File: src/rtl/result_tx.sv
// Byte-serial result transmitter: captures a golden nonce and hash and streams them as a framed byte sequence.
// Optional trailing XOR checksum byte is built when RESULT_TX_CHECKSUM_EN is defined.
module result_tx #(
   parameter int HASH_BYTES = 32
) (
   input  logic         clk,
   input  logic         n_rst,
   input  logic         found,
   input  logic [31:0]  nonce_in,
   input  logic [255:0] hash_in,
   input  logic         tx_ready,
   output logic         tx_valid,
   output logic [7:0]   tx_data,
   output logic         busy,
   output logic         tx_done,
   output logic         overrun
);

`ifdef RESULT_TX_CHECKSUM_EN
   localparam int CSUM_BYTES = 1;
`else
   localparam int CSUM_BYTES = 0;
`endif
   localparam logic [5:0] LAST_IDX = 6'(4 + HASH_BYTES + CSUM_BYTES);

   typedef enum logic [1:0] {IDLE, SEND, DONE} state_t;

   state_t       state_q, state_d;
   logic [5:0]   cnt_q;
   logic [31:0]  nonce_q;
   logic [255:0] hash_q;
   logic         ovr_q;
   logic         accept, xfer, last_byte;

   // Sync byte, nonce and hash laid out as one frame image; every byte index maps to a fixed slice.
   function automatic logic [7:0] frame_byte(input logic [5:0] idx, input logic [31:0] n,
                                             input logic [255:0] h);
      logic [295:0] f;
      f = {8'hA5, n, h};
      frame_byte = 8'h00;
      for (int i = 0; i < 37; i++) begin
         if (idx == 6'(i)) frame_byte = f[295-8*i -: 8];
      end
   endfunction

`ifdef RESULT_TX_CHECKSUM_EN
   logic [7:0] csum_q;

   function automatic logic [7:0] calc_csum(input logic [31:0] n, input logic [255:0] h);
      logic [7:0] c;
      c = n[31:24] ^ n[23:16] ^ n[15:8] ^ n[7:0];
      for (int i = 0; i < HASH_BYTES; i++) c = c ^ h[255-8*i -: 8];
      return c;
   endfunction

   always_ff @(posedge clk or negedge n_rst) begin
      if (!n_rst)      csum_q <= 8'h00;
      else if (accept) csum_q <= calc_csum(nonce_in, hash_in);
   end
`endif

   assign accept    = found && (state_q == IDLE);
   assign xfer      = (state_q == SEND) && tx_ready;
   assign last_byte = (cnt_q == LAST_IDX);

   always_ff @(posedge clk or negedge n_rst) begin
      if (!n_rst) state_q <= IDLE;
      else        state_q <= state_d;
   end

   always_comb begin
      state_d = state_q;
      case (state_q)
         IDLE:    if (found) state_d = SEND;
         SEND:    if (tx_ready && last_byte) state_d = DONE;
         DONE:    state_d = IDLE;
         default: state_d = IDLE;
      endcase
   end

   // Capture, byte counter and sticky overrun; found outside IDLE (DONE included) is dropped.
   always_ff @(posedge clk or negedge n_rst) begin
      if (!n_rst) begin
         cnt_q   <= 6'd0;
         nonce_q <= 32'h0;
         hash_q  <= 256'h0;
         ovr_q   <= 1'b0;
      end else if (accept) begin
         cnt_q   <= 6'd0;
         nonce_q <= nonce_in;
         hash_q  <= hash_in;
         ovr_q   <= 1'b0;
      end else begin
         if (found) ovr_q <= 1'b1;
         if (xfer && !last_byte) cnt_q <= cnt_q + 6'd1;
      end
   end

   always_comb begin
      tx_data = 8'h00;
      if (state_q == SEND) begin
         tx_data = frame_byte(cnt_q, nonce_q, hash_q);
`ifdef RESULT_TX_CHECKSUM_EN
         if (last_byte) tx_data = csum_q;
`endif
      end
   end

   assign tx_valid = (state_q == SEND);
   assign busy     = (state_q != IDLE);
   assign tx_done  = (state_q == DONE);
   assign overrun  = ovr_q;

endmodule

File: config.mk
export PLATFORM = sky130hd
export DESIGN_NAME = result_tx
export DESIGN_NICKNAME = d
export VERILOG_FILES = /design/src/rtl/result_tx.sv
export SDC_FILE = /design/constraint.sdc
export NUM_CORES = 1
export LEC_CHECK = 0
export CAP_MARGIN = 10
export CORE_UTILIZATION = 50
export CTS_CLUSTER_DIAMETER = 40
export DETAILED_ROUTE_END_ITERATION = 7
export PLACE_DENSITY_LB_ADDON = 0.15
export SLEW_MARGIN = 20
export SYNTH_ARGS = -nofsm -noshare
export SYNTH_HDL_FRONTEND = slang
export SYNTH_SLANG_ARGS = --single-unit
File: constraint.sdc
create_clock -name clk -period 7.05 [get_ports clk]
set_input_delay 1.41 -clock clk [delete_from_list [all_inputs] [get_ports clk]]
set_output_delay 1.41 -clock clk [all_outputs]
set_load 0.03 [all_outputs]
==> impl_metrics.ini, run 1 <==
[power_and_ir_drop]
p_total_mw = 7.47
ir_drop_mv = 0.213
pwr-share-comb_pct = 31.7
clkPwrFrac_pct = 29.1
power.switching_mw = 2.58
p_per_area_nw_per_um2 = 388
leakage_nw = 7.70
sw_frac_of_total_pct = 34.5
seqPwrFrac_pct = 39.2
p_int_mw = 4.90

[critical_path]
worst-setup-path-type = reg -> out
r2r_slack_ns = 4.18
cp_max_fo = 23
ff2ff_path_depth = 6
startpoint = cnt_q[3]
reg2reg_to = cnt_q[5]
arrival_ns = 4.76
endpoint = tx_data[0]
setup.worst_path.end_class = output port
crit_required_ns = 5.64
cp-start-kind = flip-flop
rr_startpoint = cnt_q[2]

[layout]
layout_commonest_cell = clkdlybuf4s50_1
finalInstanceArea_um2 = 19300
fillers = 2129
multi_input_area_um2 = 6710
diodes = 0
layout-drive-gt1-share_pct = 24.7
syn2layout_area_growth_pct = 32.9
finalNonFillerCells = 1941
final_cell_mix = clkdlybuf4s50_1, dfrtp_1, mux2_2
nets = 1823
ff_latch_area_um2 = 7430

[sta]
hold_viol = 0
fin_crit_sh_pct = 87.5
maxSlewHeadroom_pct = 32.8
fmax_mhz = 162
fin_ws_ns = 0.882
worst_slew_pin_slew_ns = 1.01
slew_violations = 0
fin_setup_tns_ns = 0
skew_ns = 0.0167
rsz0062_at_grt = false
min_period_ns = 6.17
setup_viol = 0

[die]
die_area_um2 = 29700
fp-row-count = 62
die_x_um = 172
initial_core_util_pct = 50.7
coreArea_um2 = 28600
die_h_um = 172
io-pin-count = 304

[clock_network]
clk_pin_slew_worst_paths_ns = 0.06
h-tree-depth = 2
ctsResizeCount = 0
cts_tree = done
cts-buffers-inserted = 41
clockBufferDepth = 3
clockRootBuffer = clkbuf_16
numClockSinks = 297
cts_setup_buffers = 0
clock_latency_ns = 0.53
ctsHoldBuffers = 0

[min_path]
whs_path_depth = 2
min_from = overrun
worstHoldPathType = reg -> reg

[route]
via_per_inst = 6.19
vias = 12014
drt_iter0_drc = 1384
ant_nets = 0
dr.pass1.iters = 8
drc = 0
wl_per_cell_um = 23.8
routed_wl_mm = 46.2

[grt]
grt_first_pass_wirelength_mm = 69.2
grt_pass1_vias = 11806
grt.total_usage_pct = 31.2
grt_max_degree = 120
antenna_found_initial = 0
gr-total-overflow = 0

[yosys]
synth_edf_count = 0
synth_seq_cells = 297
yosysWarnings = 0
yosysSeqAreaShare_pct = 51.2
synth_area_um2 = 14500
synth-async-reset-ratio_pct = 100
synth_flop_cell = dfrtp_1
synth_nets = 1537
ys_types = 77
synthCells = 1241
synth_area_per_cell_um2 = 11.7

[place]
dpl_cell_area_um2 = 17800
placed_cells = 1868
dp_slack_ns = 1.08
dp_hpwl_mm = 34.2
gp_congestion = 0.973
io_buffers = 303

[job]
drv_cap = 0

[run_status]
status = finished clean
power groups by stage:
stage / registers [mW] / logic, mW / clock network (mW)
6_report: 2.93 / 2.37 / 2.18
2_1_floorplan: 2.64 / 1.58 / 0
5_1_grt: 2.99 / 2.52 / 2.27
3_3_place_gp: 2.92 / 2.30 / 0
4_1_cts: 2.91 / 2.35 / 2.20
3_5_place_dp: 2.92 / 2.33 / 0
through the flow:
stage               hold slack, ns  util (%)
finish                       0.502      67.4
detailed placement           0.490      62.3
CTS                          0.501      67.4
global placement             0.477      62.3
global route                 0.513      67.4
floorplan                    0.472         -
flip-flops by register name (all words and copies together) (netlist names):
signal / cells
overrun: 1
nonce_q: 32
hash_q: 256
state_q: 2
cnt_q: 6
worst min-delay path by stage:
stage,to,slack (ns)
2_1_floorplan,hash_q[230],0.47
3_3_place_gp,overrun,0.48
3_5_place_dp,hash_q[145],0.49
4_1_cts,hash_q[145],0.50
5_1_grt,hash_q[41],0.51
6_report,overrun,0.50
cell families after synthesis:
logic type | Yosys count | share of synthesized area, %
AO/OA/AOI/OAI | 275 | 13.3
AND/OR/NAND/NOR | 289 | 10.1
adder cells (fa/ha/maj) | 4 | 0.345
multiplexers | 285 | 22.1
flip-flops | 297 | 51.2
XOR/XNOR | 5 | 0.302
buffers and inverters | 86 | 2.61
cell usage after synthesis, drive strengths merged, types with 3 or more instances:
library cell,count,area (µm²)
a2111oi,5,45.0
a211o,6,52.6
a211oi,13,97.6
a21o,3,22.5
a21oi,47,235
a221o,12,120
a221oi,17,149
a22o,6,52.6
a22oi,9,67.6
a31oi,7,43.8
a32oi,3,26.3
and2,4,25.0
and3,13,81.3
and3b,4,35.0
buf,23,143
clkbuf,50,188
dfrtp,297,7430
ha,4,50.1
inv,13,48.8
mux2,284,3200
nand2,65,246
nand2b,7,43.8
nand3,34,170
nand3b,4,30.0
nand4,9,56.3
nor2,76,288
nor2b,8,50.1
nor3,31,160
nor3b,5,52.6
nor4,7,43.8
o2111ai,8,70.1
o211ai,18,135
o21a,4,30.0
o21ai,49,245
o221ai,11,96.3
o22ai,27,175
o31ai,3,22.5
o32ai,3,26.3
or3,7,43.8
or3b,5,46.3
or4,5,37.5
xor2,3,26.3
critical path, stage by stage, from the launching register on:
cell	delay [ns]
dfrtp_1	0.81
nor2b_1	0.79
nand2_1	0.48
nand3_1	0.28
a221oi_1	0.08
a21oi_1	0.38
nor3_1	0.11
o32ai_1	0.53
clkdlybuf4s50_1	0.78
final cells by class:
class / count / share of cell area (%)
Clock buffer: 49 / 5.68
Clock inverter: 24 / 1.89
Inverter: 13 / 0.253
Multi-Input combinational cell: 858 / 34.8
Sequential cell: 297 / 38.5
Tap cell: 384 / 2.49
Timing Repair Buffer: 316 / 16.3
layer usage:
metal | vias up | share of wire [%] | routed length [µm] | global-route usage, %
li1 | 5272 | - | - | -
met1 | 5942 | 43 | 19800 | 44.7
met2 | 689 | 45 | 20600 | 46.9
met3 | 111 | 8.6 | 3990 | 5.10
met4 | 0 | 3.9 | 1810 | 12.9
met5 | - | 0 | 0 | 0
Power figures use the tool's default switching activity.
==> run 2, diff against run 1 <==
Settings changed: HOLD_SLACK_MARGIN from default to 0.06.
==> results of run 2 <==
No change in the layout: final DEF, timing and power equal those of run 1.
==> run 3, diff against run 2 <==
Settings changed: CORE_UTILIZATION 50 to 55.
==> run 3 against run 2 <==
  * Clock skew shrank 0.0085 ns
  * Sequential share of layout area rose by 0.36 points
  * Hold slack got worse by 0.0015 ns
  * Core utilization is 6.2 points higher
  * Highest routed layer unchanged
==> impl_metrics.ini, run 3 (synthesized netlist as in run 1, its figures left out) <==
[clock_network]
clockBufferDepth = 3
numClockSinks = 297
cts_setup_buffers = 0
cts_tree = done
ctsResizeCount = 0
clock_latency_ns = 0.53
h-tree-depth = 2
clockRootBuffer = clkbuf_16
cts-buffers-inserted = 39
ctsHoldBuffers = 0
clk_pin_slew_worst_paths_ns = 0.05

[place]
gp_congestion = 0.990
dp_hpwl_mm = 34.0
dpl_cell_area_um2 = 17700
placed_cells = 1815
io_buffers = 303

[layout]
diodes = 0
finalNonFillerCells = 1884
final_util_pct = 73.5
nets = 1817
layout_commonest_cell = clkdlybuf4s50_1
layout-drive-gt1-share_pct = 24.2
syn2layout_area_growth_pct = 31.6
max_flop_register = hash_q
largest_reg_flops = 256
largestRegisters = hash_q x256, nonce_q x32, cnt_q x6
ff_latch_area_um2 = 7430
fillers = 1815
finalInstanceArea_um2 = 19100
multi_input_area_um2 = 6710
final_cell_mix = clkdlybuf4s50_1, dfrtp_1, mux2_2

[sta]
setup_viol = 0
rsz0062_at_grt = false
min_period_ns = 6.26
fin_crit_sh_pct = 88.7
maxSlewHeadroom_pct = 29.5
fmax_mhz = 160
fin_setup_tns_ns = 0
slew_violations = 0
skew_ns = 0.00813
hold_viol = 0
whs_ns = 0.500
worst_slew_pin_slew_ns = 1.06

[die]
die_area_um2 = 27000
fp-row-count = 59
die_x_um = 164
coreArea_um2 = 26000
die_h_um = 164
initial_core_util_pct = 55.9
io-pin-count = 304

[min_path]
whs_path_depth = 2
worstHoldPathType = reg -> reg
min_from = overrun
min_to = overrun

[route]
via_per_inst = 6.47
routed_wl_mm = 46.6
drt_iter0_drc = 1487
wl_per_cell_um = 24.8
dr.pass1.iters = 6
drc = 0
vias = 12186
ant_nets = 0

[grt]
grt_first_pass_wirelength_mm = 70.7
grt_max_degree = 175
grt.total_usage_pct = 34.8
grt_pass1_vias = 12235
gr-total-overflow = 0
antenna_found_initial = 0

[critical_path]
critical_path.cell_chain = inv_1 > ha_1 > or3b_4 > nor2_1 > a221o_1 > o21ai_0 > a211oi_1 > nor3_1 > o32ai_1 > clkdlybuf4s50_1
ff2ff_path_depth = 6
worst-setup-path-type = reg -> out
cp-start-kind = flip-flop
cp_max_fo = 13
slowest_stage = clkdlybuf4s50_1
arrival_ns = 4.85
setup.worst_path.end_class = output port
r2r_slack_ns = 4.27
reg2reg_to = cnt_q[3]
crit_required_ns = 5.64
slowest_delay_ns = 0.78
rr_startpoint = cnt_q[2]

[power_and_ir_drop]
p_per_area_nw_per_um2 = 386
ir_drop_mv = 0.354
leakage_nw = 7.65

[job]
drv_cap = 0

[run_status]
status = finished clean
[run 3: changes by cell type in the layout (fill, tap and decap cells not counted), sizes merged]
cell and change:
buf -4, bufinv -3, clkbuf +1, clkinv -1, clkinvlp -2, inv +1
[run 3: worst max-delay path: cells and delay by family (launching register included)]
| family | cells | cell delay, ns |
|---|---|---|
| compound gates | 4 | 1.44 |
| flops | 1 | 0.44 |
| fa+ha+maj | 1 | 0.52 |
| simple gates | 3 | 1.01 |
| buf+inv | 2 | 0.91 |
[run 3: worst max-delay path by stage]
stage / start / to
4_1_cts: cnt_q[0] / tx_data[0]
3_5_place_dp: cnt_q[0] / tx_data[0]
5_1_grt: cnt_q[0] / tx_data[0]
3_3_place_gp: cnt_q[0] / tx_data[0]
6_report: cnt_q[0] / tx_data[0]
2_1_floorplan: cnt_q[0] / tx_data[5]
[run 3: per-layer routing]
layer / part of all wire (%) / vias up / track usage, % / wire [µm]
met5: 0 / - / 0 / 0
met4: 3.9 / 0 / 13.6 / 1800
met3: 9.6 / 133 / 6.68 / 4460
met2: 46 / 748 / 55.0 / 21500
met1: 41 / 6048 / 47.4 / 18900
li1: - / 5257 / - / -
[run 3: power by group]
| part | leakage (nW) | internal (mW) | switching [mW] |
|---|---|---|---|
| logic | 3.49 | 1.15 | 1.21 |
| registers | 3.49 | 2.36 | 0.587 |
| clock network | 0.662 | 1.27 | 0.792 |
[run 3: final cells by class]
cell class | instances | share of cell area (%)
Clock buffer | 50 | 5.75
Multi-Input combinational cell | 858 | 35.1
Tap cell | 335 | 2.19
Timing Repair Buffer | 312 | 16.4
Sequential cell | 297 | 38.9
Clock inverter | 19 | 1.37
Inverter | 13 | 0.255
[run 3: stage by stage]
step | setup WS (ns) | power (mW)
after floorplan | 2.67 | 4.22
after global placement | 1.47 | 5.19
after detailed placement | 1.53 | 5.24
after CTS | 0.957 | 7.33
after global routing | 0.745 | 7.66
final | 0.793 | 7.37
